## config.mk

```make
export PLATFORM = sky130hd
export DESIGN_NAME = count_delta_reporter
export DESIGN_NICKNAME = d
export VERILOG_FILES = /design/src/rtl/count_mon_pkg.sv /design/src/rtl/count_mon_fifo.sv /design/src/rtl/count_delta_reporter.sv
export SDC_FILE = /design/constraint.sdc
export NUM_CORES = 1
export LEC_CHECK = 0
export ABC_CLOCK_PERIOD_IN_PS = 2700
export BUFFER_PORTS_ARGS = -buffer_cell sky130_fd_sc_hd__clkbuf_2
export CAP_MARGIN = 5
export CORE_AREA = 2 2 110 70
export DETAILED_ROUTE_END_ITERATION = 8
export DIE_AREA = 0 0 112 72
export GPL_TIMING_DRIVEN = 0
export PLACE_DENSITY = 0.77
export RECOVER_POWER = 25
export SETUP_SLACK_MARGIN = 0.2
export SLEW_MARGIN = 5
export SYNTH_ARGS = -nofsm -noshare
export SYNTH_HDL_FRONTEND = slang
export SYNTH_SLANG_ARGS = --single-unit
export TNS_END_PERCENT = 10
```

## constraint.sdc

```tcl
create_clock -name clk -period 2.7 [get_ports clk]
set_input_delay 0.54 -clock clk [delete_from_list [all_inputs] [get_ports clk]]
set_output_delay 0.54 -clock clk [all_outputs]
set_load 0.02 [all_outputs]
```

## src/rtl/count_mon_pkg.sv

```systemverilog
// Shared types for the count-delta rate monitor: FSM state encoding,
// default widths and the packed report record carried through the FIFO.
package count_mon_pkg;

    localparam int CNT_W_DEF = 8;
    localparam int SEQ_W_DEF = 4;

    typedef enum logic [1:0] {
        ST_IDLE  = 2'd0,
        ST_PRIME = 2'd1,
        ST_RUN   = 2'd2
    } mon_state_t;

    typedef struct packed {
        logic [SEQ_W_DEF-1:0] seq;
        logic [CNT_W_DEF-1:0] delta;
    } report_t;

endpackage

```

## src/rtl/count_mon_fifo.sv

```systemverilog
// Synchronous report FIFO with a registered head word, exact occupancy and
// push-while-full accepted when a pop happens in the same cycle.
module count_mon_fifo #(
    parameter int DEPTH = 4,
    parameter int W     = 12
) (
    input  logic                       clk,
    input  logic                       rst_n,
    input  logic                       push,
    input  logic [W-1:0]               din,
    input  logic                       pop,
    output logic [W-1:0]               dout,
    output logic                       full,
    output logic                       empty,
    output logic [$clog2(DEPTH):0]     level
);

    localparam int AW = $clog2(DEPTH);
    localparam int LW = AW + 1;

    logic [W-1:0]  mem [DEPTH];
    logic [AW-1:0] wr_ptr_reg;
    logic [AW-1:0] rd_ptr_reg;
    logic [AW-1:0] rd_ptr_next;
    logic [LW-1:0] lvl_reg;
    logic [LW-1:0] lvl_next;
    logic [W-1:0]  head_reg;
    logic [W-1:0]  head_next;
    logic          pop_ok;
    logic          push_ok;

    assign full    = (lvl_reg == LW'(DEPTH));
    assign empty   = (lvl_reg == '0);
    assign pop_ok  = pop & ~empty;
    assign push_ok = push & (~full | pop_ok);

    assign rd_ptr_next = rd_ptr_reg + AW'(pop_ok);
    assign lvl_next    = lvl_reg + LW'(push_ok) - LW'(pop_ok);

    // When the FIFO drains to zero in this cycle the incoming word becomes the
    // head directly; otherwise the head is read from storage at the new pointer.
    always_comb begin
        head_next = mem[rd_ptr_next];
        if (push_ok && (lvl_reg == LW'(pop_ok))) begin
            head_next = din;
        end
    end

    always_ff @(posedge clk) begin
        if (push_ok) begin
            mem[wr_ptr_reg] <= din;
        end
    end

    always_ff @(posedge clk) begin
        if (!rst_n) begin
            wr_ptr_reg <= '0;
            rd_ptr_reg <= '0;
            lvl_reg    <= '0;
            head_reg   <= '0;
        end else begin
            if (push_ok) begin
                wr_ptr_reg <= wr_ptr_reg + AW'(1);
            end
            rd_ptr_reg <= rd_ptr_next;
            lvl_reg    <= lvl_next;
            head_reg   <= head_next;
        end
    end

    assign dout  = head_reg;
    assign level = lvl_reg;

endmodule

```

## src/rtl/count_delta_reporter.sv

```systemverilog
// Samples an event counter once per WINDOW cycles and streams the modular
// per-window increment, tagged with a window sequence number, over valid/ready.
module count_delta_reporter
    import count_mon_pkg::*;
#(
    parameter int CNT_W  = CNT_W_DEF,
    parameter int WINDOW = 16,
    parameter int DEPTH  = 4,
    parameter int SEQ_W  = SEQ_W_DEF,
    parameter int DROP_W = 8
) (
    input  logic                      clk,
    input  logic                      rst_n,
    input  logic [CNT_W-1:0]          cnt_in,
    input  logic                      mon_en,
    output logic                      rpt_valid,
    input  logic                      rpt_ready,
    output logic [CNT_W-1:0]          rpt_delta,
    output logic [SEQ_W-1:0]          rpt_seq,
    output logic [DROP_W-1:0]         drop_cnt,
    output logic [$clog2(DEPTH):0]    fifo_lvl
);

    localparam int TMR_W = $clog2(WINDOW);
    localparam int RW    = SEQ_W + CNT_W;

    mon_state_t         state_reg;
    mon_state_t         state_next;
    logic [TMR_W-1:0]   timer_reg;
    logic [CNT_W-1:0]   base_reg;
    logic [SEQ_W-1:0]   seq_reg;
    logic [DROP_W-1:0]  drop_reg;

    logic               prime_cap;
    logic               run_active;
    logic               win_close;
    logic               drop;
    logic [CNT_W-1:0]   delta;
    logic [RW-1:0]      fifo_dout;
    logic               fifo_full;
    logic               fifo_empty;

    always_ff @(posedge clk) begin
        if (!rst_n) begin
            state_reg <= ST_IDLE;
        end else begin
            state_reg <= state_next;
        end
    end

    always_comb begin
        state_next = ST_IDLE;
        case (state_reg)
            ST_IDLE:  state_next = mon_en ? ST_PRIME : ST_IDLE;
            ST_PRIME: state_next = mon_en ? ST_RUN   : ST_IDLE;
            ST_RUN:   state_next = mon_en ? ST_RUN   : ST_IDLE;
            default:  state_next = ST_IDLE;
        endcase
    end

    // Dropping mon_en in PRIME or RUN suppresses every action of that cycle,
    // so a partial window never produces a report.
    always_comb begin
        prime_cap  = (state_reg == ST_PRIME) && mon_en;
        run_active = (state_reg == ST_RUN) && mon_en;
        win_close  = run_active && (timer_reg == TMR_W'(WINDOW - 1));
    end

    assign delta = cnt_in - base_reg;
    assign drop  = win_close & fifo_full & ~(rpt_valid & rpt_ready);

    always_ff @(posedge clk) begin
        if (!rst_n) begin
            timer_reg <= '0;
            base_reg  <= '0;
            seq_reg   <= '0;
            drop_reg  <= '0;
        end else begin
            if (prime_cap) begin
                base_reg  <= cnt_in;
                timer_reg <= '0;
            end else if (win_close) begin
                base_reg  <= cnt_in;
                timer_reg <= '0;
                seq_reg   <= seq_reg + SEQ_W'(1);
            end else if (run_active) begin
                timer_reg <= timer_reg + TMR_W'(1);
            end
            if (drop && (drop_reg != '1)) begin
                drop_reg <= drop_reg + DROP_W'(1);
            end
        end
    end

    count_mon_fifo #(
        .DEPTH (DEPTH),
        .W     (RW)
    ) u_fifo (
        .clk   (clk),
        .rst_n (rst_n),
        .push  (win_close),
        .din   ({seq_reg, delta}),
        .pop   (rpt_ready),
        .dout  (fifo_dout),
        .full  (fifo_full),
        .empty (fifo_empty),
        .level (fifo_lvl)
    );

    assign rpt_valid = ~fifo_empty;
    assign rpt_seq   = fifo_dout[RW-1:CNT_W];
    assign rpt_delta = fifo_dout[CNT_W-1:0];
    assign drop_cnt  = drop_reg;

endmodule

```

==> results of run 1 <==
report_power, final:
part	switching, uW	internal [uW]	total (uW)	leakage (uW)
combinational	486	480	966	0.000827
clock	507	834	1340	0.000160
sequential	58.9	1570	1630	0.000840
total	1050	2890	3940	0.00183
critical path, stage by stage (launching register included):
cell and delay, ns:
dfxtp_1 0.36, or3_4 0.41, and2_1 0.17, ha_1 0.29, nor3b_4 0.27, nand4_1 0.24, or4_1 0.47, nand3_1 0.13
worst paths after layout:
check	startpoint	endpoint	slack [ns]	cells after the start
setup reg to reg	u_fifo.level[0]	u_fifo.dout[7]	0.30	7
hold / removal	cnt_in[7]	base_reg[7]	0.46	3
hold reg to reg	base_reg[7]	base_reg[7]	0.47	2
setup / recovery	u_fifo.level[0]	u_fifo.dout[7]	0.30	7
placed cells by master, fill, tap and decap left out, drive strengths merged, types with 2 or more instances in the layout:
master	synthesis	layout
a21o	3	3
a21oi	14	14
a22o	8	8
and2	11	11
and3	2	2
buf	6	8
bufinv	0	2
clkbuf	5	47
clkinv	0	4
dfxtp	45	45
edfxtp	48	48
fa	2	2
ha	21	21
inv	20	20
mux2i	10	10
mux4	12	12
nand2	15	15
nand3	10	10
nand4	5	5
nor2	22	22
o211ai	4	4
o21ai	5	5
o31ai	3	3
or3	5	5
or4	5	5
xnor2	6	6
xor2	11	11
metal layers:
metal  vias to the layer above  wire length (um)
met2                        60              3220
li1                       1226                 -
met1                      1235              3800
met5                         -                 0
met4                         0                82
met3                         6               438
what timing repair did:
item,CTS,global route
endpoints found under the hold margin,0,0
resized for setup,5,9
pin swaps,0,1
setup endpoints to repair,10,11
setup buffers,0,0
hold buffers,0,0
cells in the mapped netlist (6+ instances only):
library cell	instances
nand2_1	15
xor2_1	11
ha_1	21
a22o_1	8
dfxtp_1	45
xnor2_1	6
nand3_1	10
nor2_1	22
edfxtp_1	48
mux4_2	12
mux2i_1	10
and2_1	11
inv_1	20
a21oi_1	14
stage by stage:
| stage | cell area (um2) | setup WS, ns | instances | hold slack (ns) | util (%) |
|---|---|---|---|---|---|
| 2_1_floorplan | 4050 | 0.262 | 310 | 0.440 | - |
| 3_3_place_gp | 4330 | 0.0567 | 435 | 0.450 | 61.6 |
| 3_5_place_dp | 4330 | 0.0627 | 435 | 0.461 | 61.6 |
| 4_1_cts | 4680 | 0.207 | 451 | 0.447 | 66.6 |
| 5_1_grt | 4690 | 0.192 | 451 | 0.478 | 66.8 |
| 6_report | 4690 | 0.303 | 451 | 0.457 | 66.8 |
final cells by class:
cell class / instances / area (um2)
buffer: 11 / 75.1
clock buffer: 10 / 239
clock inverter: 6 / 86.3
fill: 521 / 2330
inverter: 20 / 75.1
multi-input combinational: 186 / 1610
sequential: 93 / 2340
tap: 91 / 114
timing repair buffer: 34 / 151
logic make-up after synthesis:
group                    count (synthesis)  share of synthesized area [%]
flip-flops                              93                           58.0
AND/OR/NAND/NOR                         81                           10.9
AO/OA/AOI/OAI                           43                           7.43
buffers and inverters                   31                           3.34
adder cells (fa/ha/maj)                 23                           7.49
multiplexers                            22                           9.17
XOR/XNOR                                17                           3.69
==> metrics.txt, run 1 <==
outcome=completed; GRT met3 Usage=8.27%; wire length per cell=16.7 um; final worst path period need=2.40 ns; top cells by area, synth=edfxtp_1 (36%), dfxtp_1 (22%), mux4_2 (6.7%), ha_1 (6.5%), mux2i_1 (2.5%); Rel. slew slack=55.9%; clock tree buffer depth=2; max reg flops=48; RSZ-0062 raised after global routing=yes; Starting Density=57.5%; vias per inst=5.60; H-tree Lvls=3; root buffer cell=clkbuf_16; worst-path fanout max=4; area leader, netlist=edfxtp_1; Yosys cell types=40; worst vdd ir=0.659 mV; starting DRC count in detailed routing=202; Worst Clk Skew=0.00502 ns; Congestion Overflow GR=0; post-synthesis sequential area ratio=58.0%; leakage power=0.00183 uW; busiest grt layer=met2; Tot Pwr=3940 uW; GP Congestion=0.801; diodes inserted=0; cts bufs inserted=9; CP endpoint kind=flop; Max Freq=417 MHz; Core Box Area=0.00703 mm2; post-synthesis register bit count=93; ANT nets after route=0; Die X=112 um; worst-margin pin slew=0.661 ns; mapped cell area=0.00404 mm2; Biggest register=u_fifo.mem; Total Routing Usage GR=20.8%; drt total wl=7.54 mm; Max-cap violations=0; CTS tree=done; Synth Instances=310; total number of yosys warnings=0; CP startpoint kind=flop; vias=2527; clock edge transition at the registers on the reported setup and hold paths=0.06 ns; Finish-stage setup viols=0; largest net degree at the start of global routing=16; Post-synth EDFFs=48; antenna violations before repair=0; DRC violation count after routing=0; Final period util=88.8%; area fraction of the dominant cell type after synthesis=35.7%; Slew Limit Fails=0; Site Rows=24; later-pin clock latency in the skew report=0.34 ns; crit path kind=reg -> reg; P per Cell Area=840 mW/mm2; HPWL after DPL=5.30 mm; Die ar.=0.00806 mm2; Post-synth top flop=edfxtp_1; I/O pin total=36; setup TNS=0 ns; Hold Vio Cnt, Final=0; worst path required time=2.97 ns; FFs w/ async S/R, synth=0%; Layout Nets=390; syn nets=345; first-pass GRT wire length=12.5 mm; layout cells sized above 1=18.3%; Initial DRT Pass Iterations=4; Avg Cell Area, Syn=13.0 um2; area grow syn2layout=16.1%; GR Util met2=30.4%; Die Y=72 um; GRT met1 Usage=29.4%; number of port buffers=34; vias in the first global route=2514; CP arrival=2.67 ns; hold crit path type=in -> reg; Clock Sinks=93
No activity file was read; power rests on OpenSTA's default activity.
==> inputs of run 2 (changes only) <==
- ABC_AREA: default -> 1
- CAP_MARGIN: 5 -> 0
- CORE_AREA: 2 2 110 70 -> 2 2 116 73
- DIE_AREA: 0 0 112 72 -> 0 0 118 75
- SYNTH_HIERARCHICAL: default -> 1
==> metrics.txt, run 2 <==
outcome=completed; Post-synth EDFFs=48; top cells by area, synth=edfxtp_1 (32%), dfxtp_1 (20%), nand2_1 (15%), ha_1 (5.6%), nor2_1 (4.5%); syn nets=544; mapped cell area=0.00446 mm2; Biggest register=u_fifo/mem; commonest non-fill, non-tap cells in the layout=nand2_1 (181), nor2_1 (51), inv_1 (50); Worst Clk Skew=0.00400 ns; final worst path period need=2.54 ns; Cells after DPL=653; wire length per cell=13.9 um; diodes inserted=0; total number of yosys warnings=6; GRT met3 Usage=5.53%; slowest cell on the critical path=nor2_1; Final period util=94.2%; worst path required time=2.66 ns; clock tree buffer depth=2; Final Non-Filler Cells=669; commonest non-fill, non-tap cell in the layout=nand2_1; worst vdd ir=0.318 mV; WHS=0.452 ns; DRC violation count after routing=0; leakage power=0.00228 uW; Slew Limit Fails=0; RSZ-0062 raised after global routing=yes; max reg flops=48; hold crit path type=in -> reg; DP Area=0.00477 mm2; Synth Instances=510; area leader, netlist=edfxtp_1; CP arrival=2.50 ns; vias per inst=5.01; number of port buffers=35; Clock Sinks=93; Net Switching=613 uW; Starting Density=57.7%; Sw Ratio=21.3%; worst-margin pin slew=1.24 ns; crit path kind=reg -> reg; largest net degree at the start of global routing=15; Hold Vio Cnt, Final=0; later-pin clock latency in the skew report=0.34 ns; CP cell instances=inv_1 -> ha_1 -> nand3_4 -> nor2_8 -> nand2_2 -> nor2_1; Int Pwr=2270 uW; CP endpoint kind=flop; Die ar.=0.00885 mm2; Max Freq=393 MHz; Die Y=75 um; Core Box Area=0.00773 mm2; CTS tree=done; GRT met1 Usage=31.1%; Max stage delay on crit path=0.96 ns; cts bufs inserted=9; starting DRC count in detailed routing=232; drt total wl=9.32 mm; HPWL after DPL=6.53 mm; Avg Cell Area, Syn=8.74 um2; post-synthesis sequential area ratio=52.6%; Initial DRT Pass Iterations=5; area grow syn2layout=13.1%; FFs w/ async S/R, synth=0%; worst-path fanout max=12; root buffer cell=clkbuf_16; Logic pwr share=5.5%; vias=3353; Total Routing Usage GR=23.0%; Flop pwr share=52.6%; GP Congestion=0.827; Post-synth top flop=edfxtp_1; I/O pin total=36; clock network fraction of total power=41.9%; P per Cell Area=572 mW/mm2; Max-cap violations=0; Yosys cell types=34; ANT nets after route=0; Post-synth top cells=nand2_1 (181), nor2_1 (53), inv_1 (50); H-tree Lvls=3; first-pass GRT wire length=15.3 mm; antenna violations before repair=0; vias in the first global route=3150; area fraction of the dominant cell type after synthesis=32.4%; setup TNS=0 ns; Layout Nets=590; GR Util met2=37.1%; CP startpoint kind=flop; Rel. slew slack=16.8%; busiest grt layer=met2; Die X=118 um; clock edge transition at the registers on the reported setup and hold paths=0.06 ns; top-count cell post-synth=nand2_1; post-synthesis register bit count=93; layout cells sized above 1=11.9%; Congestion Overflow GR=0; Site Rows=25; Post-Layout Inst Area=0.00504 mm2; post-layout util=65.2%; Finish-stage setup viols=0
[run 2: cell types whose count changed in the layout (fill, tap and decap cells not counted), sizes merged, moves of 5 or more]
cell	before	now
nand3	10	15
nor2	22	57
nand2	15	185
a22o	8	0
or3	5	0
or4	5	0
and2	11	0
o21ai	5	13
o21bai	0	10
mux4	12	0
inv	20	53
a21oi	14	27
mux2i	10	0
[run 2: power groups by stage]
stage / combinational, uW / clock [uW] / sequential [uW]
floorplan: 103 / 0 / 1550
global placement: 150 / 0 / 1540
detailed placement: 156 / 0 / 1540
CTS: 160 / 1230 / 1510
global route: 179 / 1270 / 1510
finish: 158 / 1210 / 1510
[run 2: layer usage]
layer,routed length (um),vias to the layer above
met3,487,11
met4,130,0
met1,4460,1551
met2,4250,74
li1,-,1717
met5,0,-
[run 2: cell families after synthesis]
| kind of cell | share of synthesized area [%] |
|---|---|
| and+or+nand+nor | 24.9 |
| xor gates and xnor gates | 2.16 |
| buffers and inverters | 6.63 |
| DFF | 52.6 |
| adders and majority gates | 6.52 |
| AOI/OAI and AO/OA | 7.27 |
[run 2: final timing paths]
kind | start | end | slack [ns] | cells after the start
worst max-delay path | state_reg[0] | u_fifo/mem[2][6] | 0.16 | 6
worst min-delay path | cnt_in[0] | base_reg[0] | 0.45 | 3
worst max register to register | state_reg[0] | u_fifo/mem[2][6] | 0.16 | 6
worst min register to register | base_reg[2] | base_reg[2] | 0.46 | 2
[run 2: critical path, delay by kind of cell (launching register included)]
family                   cells  cell delay, ns
flip-flops                   1            0.33
buffers and inverters        1            0.08
AND/OR/NAND/NOR              4            1.49
adder cells (fa/ha/maj)      1            0.24
[run 2: repair_timing]
action | 4_1_cts | 5_1_grt
resized for setup | 1 | 1
hold endpoints to repair | 0 | 0
hold buffers | 0 | 0
setup endpoints to repair | 48 | 36
setup buffers | 0 | 0
pin swaps | 0 | 0
[run 2: final cells by class]
cell class / instances / area [um2]
fillers: 670 / 2690
inverters: 53 / 201
plain buffers: 13 / 93.8
flip-flops and latches: 93 / 2340
repair buffers: 35 / 159
clock buffers: 10 / 229
clock inverters: 6 / 53.8
multi-input cells: 351 / 1820
well taps: 108 / 135
[run 2: stage by stage]
stage / power [uW] / worst slack (ns)
after CTS: 2900 / 0.133
after global routing: 2960 / 0.00775
after detailed placement: 1700 / 0.0670
after global placement: 1690 / 0.138
final: 2880 / 0.156
after floorplan: 1650 / 0.651
